<file path="src/rtl/tt_chk_pkg.sv">
// Shared definitions for the truth-table response checker:
// FSM state encoding, MISR polynomial and error-count ceiling.
package tt_chk_pkg;

  typedef enum logic [1:0] {
    IDLE = 2'd0,
    RUN  = 2'd1,
    DONE = 2'd2
  } state_t;

  // x^16 + x^12 + x^5 + 1; the x^16 term is implicit in the shift.
  localparam logic [15:0] MISR_POLY = 16'h1021;

  localparam logic [4:0] ERR_MAX = 5'd31;

endpackage

</file>
<file path="src/rtl/tt_misr16.sv">
// 16-bit single-input signature register (Galois form) compacting the
// response stream of a check run.
module tt_misr16
  import tt_chk_pkg::*;
(
  input  logic        clk,
  input  logic        rst_n,
  input  logic        clear,
  input  logic        shift_en,
  input  logic        din,
  output logic [15:0] signature
);

  logic feedback;

  assign feedback = signature[15] ^ din;

  always_ff @(posedge clk or negedge rst_n) begin
    if (!rst_n) begin
      signature <= '0;
    end else if (clear) begin
      signature <= '0;
    end else if (shift_en) begin
      signature <= {signature[14:0], 1'b0} ^ (feedback ? MISR_POLY : '0);
    end
  end

endmodule

</file>
<file path="config.mk">
export PLATFORM = sky130hd
export DESIGN_NAME = tt_misr16
export DESIGN_NICKNAME = d
export VERILOG_FILES = /design/src/rtl/tt_chk_pkg.sv /design/src/rtl/tt_misr16.sv
export SDC_FILE = /design/constraint.sdc
export NUM_CORES = 1
export LEC_CHECK = 0
export CAP_MARGIN = 20
export CORE_AREA = 2 2 45 47
export CTS_CLUSTER_DIAMETER = 80
export CTS_CLUSTER_SIZE = 20
export DETAILED_ROUTE_END_ITERATION = 6
export DIE_AREA = 0 0 47 49
export PLACE_DENSITY_LB_ADDON = 0.15
export SYNTH_ARGS = -nofsm -noshare
export SYNTH_HDL_FRONTEND = slang
export SYNTH_SLANG_ARGS = --single-unit
</file>
<file path="constraint.sdc">
create_clock -name clk -period 1.4 [get_ports clk]
set_clock_uncertainty 0.2 [all_clocks]
set_input_delay 0.14 -clock clk [delete_from_list [all_inputs] [get_ports clk]]
set_output_delay 0.14 -clock clk [all_outputs]
set_load 0.005 [all_outputs]
</file>
==> reports/results.txt, run 1 <==
Status - finished, violations left
Failing checks - negative setup slack
Seq pwr share - 0.532
Synthesized area - 688.2 sq um
Worst min path class - reg2reg
Initial antenna violation count - 0
R2R setup slack - -0.11 ns
Final worst path period need - 1.515 ns
Post-Syn Instances - 58
Number of remaining DRC errors - 0
Hpwl dp - 1.011 mm
Seq/Total Area, Yosys - 0.5818
Number of global-route vias before repair - 596
Mapped Nets - 63
Worst Setup Start Kind - register
Worst Setup End Kind - register
Die Ht - 49 um
Final WS setup - -0.1145 ns
Worst-Margin Slew - 0.2110 ns
Reg2reg end - signature[5]
Setup CP Type - reg2reg
Pleak - 0.6383 nW
Worst-Skew Late Latency - 0.27 ns
I/O Buffers - 20
Slew headroom - 0.8591
Clk pwr share - 0.327
GRT Overall Usage - 0.1497
Req. time, crit path - 1.38 ns
Dpl cell area - 963.4 sq um
Clk pin slew, worst setup/hold paths - 0.09 ns
IO Pins - 21
Die ar. - 2303 sq um
Area share of the largest cell type after synthesis - 0.5818
Tcrit/Tclk final - 1.082
Final core occ - 0.6182
Synth area leaders - dfrtp_1 (58%), mux2i_1 (19%), nor2_1 (8.2%)
Top reg by flops - signature
Row cnt - 16
Largest register FFs - 16
Area leader, netlist - dfrtp_1
PD cells - 789.4 nW/um^2
Die Wd - 47 um
Max-cap violations - 0
First-pass GRT wire length - 2.511 mm
CTS buffer count - 3
WHS Endpoint - signature[4]
R2r startpoint - signature[15]
Final instance area - 1139 sq um
Switching Fraction - 0.2198
Routability congestion estimate - 0.6801
Clock buffer depth - 2
Drt initial violations - 8
Post-synthesis average cell area - 11.86 sq um
Starting Density - 0.3736
Fillers - 165
Maximum clock frequency - 0.6603 GHz
Internal - 0.0007012 W
Total power - 0.0008988 W
#FFs+latches synth - 16
TritonCTS clock tree - built
Library cells used by synthesis - 14
Core region area - 1842 sq um
Drt first pass iters - 3
Multi-input logic area - 289.0 sq um
Logic gate share of total power - 0.141
Antenna-violating nets left - 0
Unrepaired setup endpoints after global routing - true
Area Growth Syn to Fin - 65.45%
Final Hold Fails - 0
Hold_sp - signature[3]
Routed wire length - 1.511 mm
Regs by FF count - signature x16
Clock root buffer master - clkbuf_4
N_diodes - 0
Critical Path Fanout Max - 3
# nets final - 109
Post-DR wirelength/cell - 11.62 um
Num Clock Sinks - 16
H-tree Lvls - 1
Max Slew Vio Count - 0
Worst reg2reg path depth - 4
Arr. time, crit path - 1.50 ns
Layout cells sized above 1 - 0.3010
Worst hold stages - 2
VDD IR-drop max - 0.7680 mV
Global route overflow - 0
Largest net degree at the start of global routing - 17
Reg area - 400.4 sq um
Hold_ws - 0.3526 ns
Psw - 0.0001976 W
Synth Warn # - 0
Routed vias/inst - 4.431
Detailed-route via count - 576
Final setup violation count - 2
==> critical path, cell delays in order, from the launching register on <==
cell	delay, ns
dfrtp_1	0.40
buf_6	0.13
xnor2_4	0.13
or4b_1	0.48
o311ai_2	0.08
==> routing by layer <==
layer | share of wire | wire (um) | track usage | up-vias
met1 | 0.46 | 700 | 0.2005 | 273
met2 | 0.50 | 750 | 0.2283 | 12
met3 | 0.030 | 46 | 0.03704 | 2
met5 | 0 | 0 | 0 | -
met4 | 0.0086 | 13 | 0.05556 | 0
li1 | - | - | - | 289
==> what timing repair did <==
item	in CTS	in global routing
setup buffers	16	0
endpoints found under the hold margin	16	0
endpoints found under the setup margin	17	3
hold buffers	1	0
pin swaps	0	2
resized for setup	20	1
==> power groups by stage <==
stage | clock (W) | sequential, W | combinational, W
finish | 0.000294 | 0.000478 | 0.000127
global route | 0.000320 | 0.000479 | 0.000139
detailed placement | 0 | 0.000490 | 0.000107
global placement | 0 | 0.000490 | 0.000105
floorplan | 0 | 0.000490 | 0.0000459
CTS | 0.000311 | 0.000478 | 0.000127
==> synth_stat cells, drive strengths merged <==
cell	count
a211oi	1
inv	1
o311ai	1
nand2	1
xnor2	1
nand3	1
buf	2
clkbuf	2
mux2i	13
nand4b	2
nor2	15
or4b	2
dfrtp	16
==> worst max path at each step <==
stage / depth (start not counted) / slack [ns] / startpoint / to
after CTS: 4 / -0.11 / signature[15] / signature[5]
final: 4 / -0.11 / signature[15] / signature[5]
after global routing: 4 / -0.16 / signature[15] / signature[5]
after floorplan: 3 / -0.007 / signature[15] / signature[5]
after global placement: 4 / -0.20 / din / signature[5]
after detailed placement: 4 / -0.22 / din / signature[5]
==> cell families after synthesis <==
family          Yosys count  share of synthesized area
simple gates             21                     0.1491
flops                    16                     0.5818
mux                      13                     0.1891
buf+inv                   5                    0.04362
compound gates            2                    0.02364
xor+xnor                  1                    0.01273
==> layout by cell type (no fill, tap or decap), drive strengths merged <==
master / n
clkdlybuf4s15: 1
nand3: 1
dfrtp: 16
dlygate4sd3: 1
xnor2: 1
mux2i: 13
clkdlybuf4s50: 4
nand4b: 2
or4b: 2
nand2: 1
buf: 24
dlygate4sd2: 15
nor2: 15
inv: 1
clkbuf: 4
o311ai: 1
a211oi: 1
==> layout make-up <==
| type | instances | area share |
|---|---|---|
| clock buffer | 4 | 0.03187 |
| inverter | 1 | 0.003297 |
| multi-input combinational | 37 | 0.2538 |
| sequential | 16 | 0.3516 |
| tap | 27 | 0.02967 |
| timing repair buffer | 45 | 0.3297 |
==> per-stage QoR <==
step | setup TNS, ns | worst slack [ns] | std cells
after floorplan | -0.007414 | -0.007414 | 58
after global placement | -0.7548 | -0.2027 | 109
after detailed placement | -1.076 | -0.2213 | 109
after CTS | -0.1807 | -0.1122 | 130
after global routing | -0.2864 | -0.1575 | 130
final | -0.1990 | -0.1145 | 130
Note: power is estimated with default switching activity, not from simulation.
==> run 2: changes to the inputs <==
--- a/config.mk
+++ b/config.mk
@@ -6,11 +6,11 @@
 export NUM_CORES = 1
 export LEC_CHECK = 0
 export CAP_MARGIN = 20
-export CORE_AREA = 2 2 45 47
+export CORE_AREA = 2 2 43 45
 export CTS_CLUSTER_DIAMETER = 80
 export CTS_CLUSTER_SIZE = 20
 export DETAILED_ROUTE_END_ITERATION = 6
-export DIE_AREA = 0 0 47 49
+export DIE_AREA = 0 0 45 47
 export PLACE_DENSITY_LB_ADDON = 0.15
 export SYNTH_ARGS = -nofsm -noshare
 export SYNTH_HDL_FRONTEND = slang
==> constraint.sdc (replaced) <==
create_clock -name clk -period 1.7 [get_ports clk]
set_clock_uncertainty 0.2 [all_clocks]
set_input_delay 0.17 -clock clk [delete_from_list [all_inputs] [get_ports clk]]
set_output_delay 0.17 -clock clk [all_outputs]
set_load 0.005 [all_outputs]
==> run 2 against run 1 <==
Effect of this change: the run now ends clean; critical path depth fell by 3; clock-buffer cell count did not move; utilization fell by 3.9 points; critical endpoint is now signature[4].
==> reports/results.txt, run 2 (synthesis gave the netlist of run 1 again) <==
GRT Overall Usage - 0.1416
Number of remaining DRC errors - 0
Critical Path Fanout Max - 4
Clock buffer depth - 2
Area Growth Syn to Fin - 39.09%
Arr. time, crit path - 1.23 ns
Num Clock Sinks - 16
CTS buffer count - 3
CTS Hold Bufs - 0
Largest register FFs - 16
Req. time, crit path - 1.33 ns
Number of global-route vias before repair - 437
First-pass GRT wire length - 2.056 mm
Core region area - 1652 sq um
N_diodes - 0
CP cell instances - clkdlybuf4s50_1
Worst min path class - in2async
Slowest stage delay, CP - 0.53 ns
Post_cts resized - 0
Most frequent cells in the layout - clkdlybuf4s50_1 (20), dfrtp_1 (16), nor2_1 (15)
Slew headroom - 0.8194
Initial antenna violation count - 0
Hold_ws - 0.0004567 ns
Row cnt - 15
Regs by FF count - signature x16
Pleak - 0.4549 nW
Clk pin slew, worst setup/hold paths - 0.09 ns
Routability congestion estimate - 0.6572
Worst-Skew Late Latency - 0.28 ns
Die Wd - 45 um
IO Pins - 21
Largest net degree at the start of global routing - 17
H-tree Lvls - 1
Top Family by Delay on Critical Path - buffers and inverters
Unrepaired setup endpoints after global routing - false
Most common cell after layout, fill and taps aside - clkdlybuf4s50_1
Worst-Margin Slew - 0.2689 ns
Maximum clock frequency - 0.6246 GHz
Layout cells sized above 1 - 0.1084
Post-CTS Setup Bufs - 0
Global route overflow - 0
Worst Setup Start Kind - register
Clock root buffer master - clkbuf_4
Fillers - 149
Routed vias/inst - 4.990
Routed wire length - 1.295 mm
TritonCTS clock tree - built
Final TNS setup - 0 ns
WP buf/inv - 1
Slowest-stage cell, CP - clkdlybuf4s50_1
Final Hold Fails - 0
Setup CP Type - reg2out
Top reg by flops - signature
Drt initial violations - 4
PD cells - 753.5 nW/um^2
Detailed-route via count - 499
Worst Setup End Kind - output port
Drt first pass iters - 4
Post-DR wirelength/cell - 12.95 um
VDD IR-drop max - 0.4834 mV
Status - complete, no violations
Antenna-violating nets left - 0
Hpwl dp - 919.4 um
Tcrit/Tclk final - 0.9417
Starting Density - 0.4167
Die Ht - 47 um
Final worst path period need - 1.601 ns
I/O Buffers - 20
# nets final - 89
Max Slew Vio Count - 0
Max-cap violations - 0
Die ar. - 2115 sq um
Final setup violation count - 0
## run 2: cell count changes in the layout (fill, tap and decap cells not counted), sizes merged
cell / before / now
clkdlybuf4s15: 1 / 0
dlygate4sd3: 1 / 0
buf: 24 / 5
dlygate4sd2: 15 / 0
clkdlybuf4s50: 4 / 20
## run 2: final timing paths
kind | from | end | slack [ns] | cells after the start
min | rst_n | signature[14] | 0.0005 | 2
max in group asynchronous | rst_n | signature[3] | 1.12 | 2
min reg2reg | signature[12] | signature[12] | 0.34 | 2
max | signature[4] | signature[4] | 0.1 | 1
max reg2reg | signature[15] | signature[5] | 0.24 | 3
min in group clk | signature[12] | signature[12] | 0.34 | 2
## run 2: routing by layer
layer / wire length [um] / GRT usage / vias to the layer above
li1: - / - / 249
met1: 661 / 0.2078 / 236
met2: 559 / 0.1914 / 12
met3: 63 / 0.03846 / 2
met4: 10 / 0.07059 / 0
met5: 0 / 0 / -
## run 2: report_power, final
group	switching (W)	internal [W]	leakage (nW)
Combinational	0.0000372	0.0000447	0.214
Clock	0.000113	0.000130	0.0210
Sequential	0.00000714	0.000389	0.220
Total	0.000157	0.000564	0.455
## run 2: area by class of cell
class                      instances  area (sq um)  share of cell area
clock buffer                       4         36.28             0.03791
sequential                        16         400.4              0.4183
tap                               17         21.27             0.02222
inverter                           1         3.754            0.003922
timing repair buffer              25         237.7              0.2484
multi-input combinational         37         257.7              0.2693
## run 2: per-stage QoR
stage	setup slack, ns	instance area [sq um]	instances	total power, W	util
6_report	0.09908	957.2	100	0.0007212	0.5795
5_1_grt	0.03566	957.2	100	0.0007556	0.5795
4_1_cts	0.09214	957.2	100	0.0007315	0.5795
3_5_place_dp	0.03443	920.9	96	0.0004865	0.5576
3_3_place_gp	0.07127	920.9	96	0.0004858	0.5576
2_1_floorplan	0.2893	688.2	58	0.0004407	-
==> run 3: changes to the inputs <==
--- a/config.mk
+++ b/config.mk
@@ -11,7 +11,9 @@
 export CTS_CLUSTER_SIZE = 20
 export DETAILED_ROUTE_END_ITERATION = 6
 export DIE_AREA = 0 0 45 47
+export GPL_TIMING_DRIVEN = 0
 export PLACE_DENSITY_LB_ADDON = 0.15
+export RECOVER_POWER = 25
 export SYNTH_ARGS = -nofsm -noshare
 export SYNTH_HDL_FRONTEND = slang
 export SYNTH_SLANG_ARGS = --single-unit
==> run 3 against run 2 <==
Effect of this change: total power decreased by 0.62%; clock power barely moved; hold slack gained 0.18 ns; critical path depth unchanged; sequential power about the same; register-to-register slack worse by 0.03 ns; routed wire length shrank 1.5%; critical path type unchanged.
==> reports/results.txt, run 3 (synthesis gave the netlist of run 1 again) <==
Row cnt - 15
Number of global-route vias before repair - 482
Status - complete, no violations
Layout cells sized above 1 - 0.08537
Top reg by flops - signature
Starting Density - 0.4167
Worst min path class - in2async
Worst slack at placement - -0.02926 ns
Top Family by Delay on Critical Path - buffers and inverters
Max-cap violations - 0
Final Hold Fails - 0
Tcrit/Tclk final - 0.9227
TritonCTS clock tree - built
Most frequent cells in the layout - clkdlybuf4s50_1 (19), dfrtp_1 (16), nor2_1 (15)
Post-CTS Setup Bufs - 0
Clock root buffer master - clkbuf_4
Worst-Margin Slew - 0.7095 ns
Initial antenna violation count - 0
R2r startpoint - signature[15]
N_diodes - 0
Largest net degree at the start of global routing - 17
Detailed-route via count - 518
Clk pin slew, worst setup/hold paths - 0.09 ns
I/O Buffers - 20
Final WS setup - 0.1314 ns
PD cells - 757.7 nW/um^2
Worst Setup Start Kind - register
Antenna-violating nets left - 0
Seq pwr share - 0.553
Hpwl dp - 914.9 um
Fillers - 155
Maximum clock frequency - 0.6375 GHz
Total power - 0.0007168 W
Final worst path period need - 1.569 ns
Die Wd - 45 um
Die ar. - 2115 sq um
Switching Fraction - 0.2177
Routability congestion estimate - 0.6637
Post_cts resized - 0
WP buf/inv - 1
Hold_ws - 0.1785 ns
Routed vias/inst - 5.232
CP cell instances - clkdlybuf4s50_1
Max Slew Vio Count - 0
Internal - 0.0005607 W
Req. time, crit path - 1.33 ns
H-tree Lvls - 1
Logic gate share of total power - 0.109
Core region area - 1652 sq um
First-pass GRT wire length - 2.159 mm
VDD IR-drop max - 0.5795 mV
Die Ht - 47 um
Clk pwr share - 0.339
Drt first pass iters - 4
Pleak - 0.4465 nW
Global route overflow - 0
Unrepaired setup endpoints after global routing - false
Routed wire length - 1.276 mm
Psw - 0.0001560 W
Worst-Skew Late Latency - 0.28 ns
GRT Overall Usage - 0.1441
Regs by FF count - signature x16
Final setup violation count - 0
CTS Hold Bufs - 0
Slowest stage delay, CP - 0.52 ns
Num Clock Sinks - 16
Largest register FFs - 16
Setup CP Type - reg2out
Worst Setup End Kind - output port
Reg2reg end - signature[5]
Post-DR wirelength/cell - 12.89 um
Arr. time, crit path - 1.20 ns
Area Growth Syn to Fin - 37.45%
Critical Path Fanout Max - 4
Slew headroom - 0.5254
Drt initial violations - 12
R2R setup slack - 0.21 ns
Slowest-stage cell, CP - clkdlybuf4s50_1
IO Pins - 21
Most common cell after layout, fill and taps aside - clkdlybuf4s50_1
# nets final - 88
Clock buffer depth - 2
Worst reg2reg path depth - 3
Number of remaining DRC errors - 0
CTS buffer count - 3
## run 3: cell count changes in the layout (fill, tap and decap cells not counted), sizes merged
cell | before | now
buf | 5 | 2
clkbuf | 4 | 6
clkdlybuf4s50 | 20 | 19
dlygate4sd3 | 0 | 1
## run 3: area by class of cell
cell class,count,area [sq um],share of cell area
buffer,4,26.28,0.02778
inverter,1,3.754,0.003968
sequential,16,400.4,0.4233
tap,17,21.27,0.02249
multi-input combinational,37,257.7,0.2725
clock buffer,4,36.28,0.03836
timing repair buffer,20,200.2,0.2116
## run 3: worst max-delay path by stage
stage / startpoint / to / slack, ns / depth (start not counted)
6_report: signature[4] / signature[4] / 0.13 / 1
3_3_place_gp: din / signature[5] / -0.003 / 4
4_1_cts: signature[11] / signature[11] / 0.12 / 1
5_1_grt: signature[4] / signature[4] / 0.06 / 1
2_1_floorplan: signature[15] / signature[5] / 0.29 / 3
3_5_place_dp: shift_en / signature[9] / -0.03 / 5
## run 3: metrics by stage
step / setup TNS [ns] / std cells / cell area, sq um / utilization
floorplan: 0 / 58 / 688.2 / -
global placement: -0.002933 / 95 / 909.6 / 0.5508
detailed placement: -0.04623 / 95 / 909.6 / 0.5508
CTS: 0 / 99 / 945.9 / 0.5727
global route: 0 / 99 / 945.9 / 0.5727
finish: 0 / 99 / 945.9 / 0.5727
## run 3: layer usage
metal | part of all wire | up-vias | GRT usage
li1 | - | 249 | -
met1 | 0.48 | 245 | 0.2034
met2 | 0.45 | 20 | 0.2057
met3 | 0.065 | 4 | 0.05000
met4 | 0.010 | 0 | 0.05294
met5 | 0 | - | 0
## run 3: power groups by stage
stage	logic [W]	clock network, W	registers, W
3_3_place_gp	0.0000796	0	0.000403
3_5_place_dp	0.0000801	0	0.000404
5_1_grt	0.0000857	0.000277	0.000398
6_report	0.0000780	0.000243	0.000396
4_1_cts	0.0000800	0.000252	0.000396
2_1_floorplan	0.0000370	0	0.000404
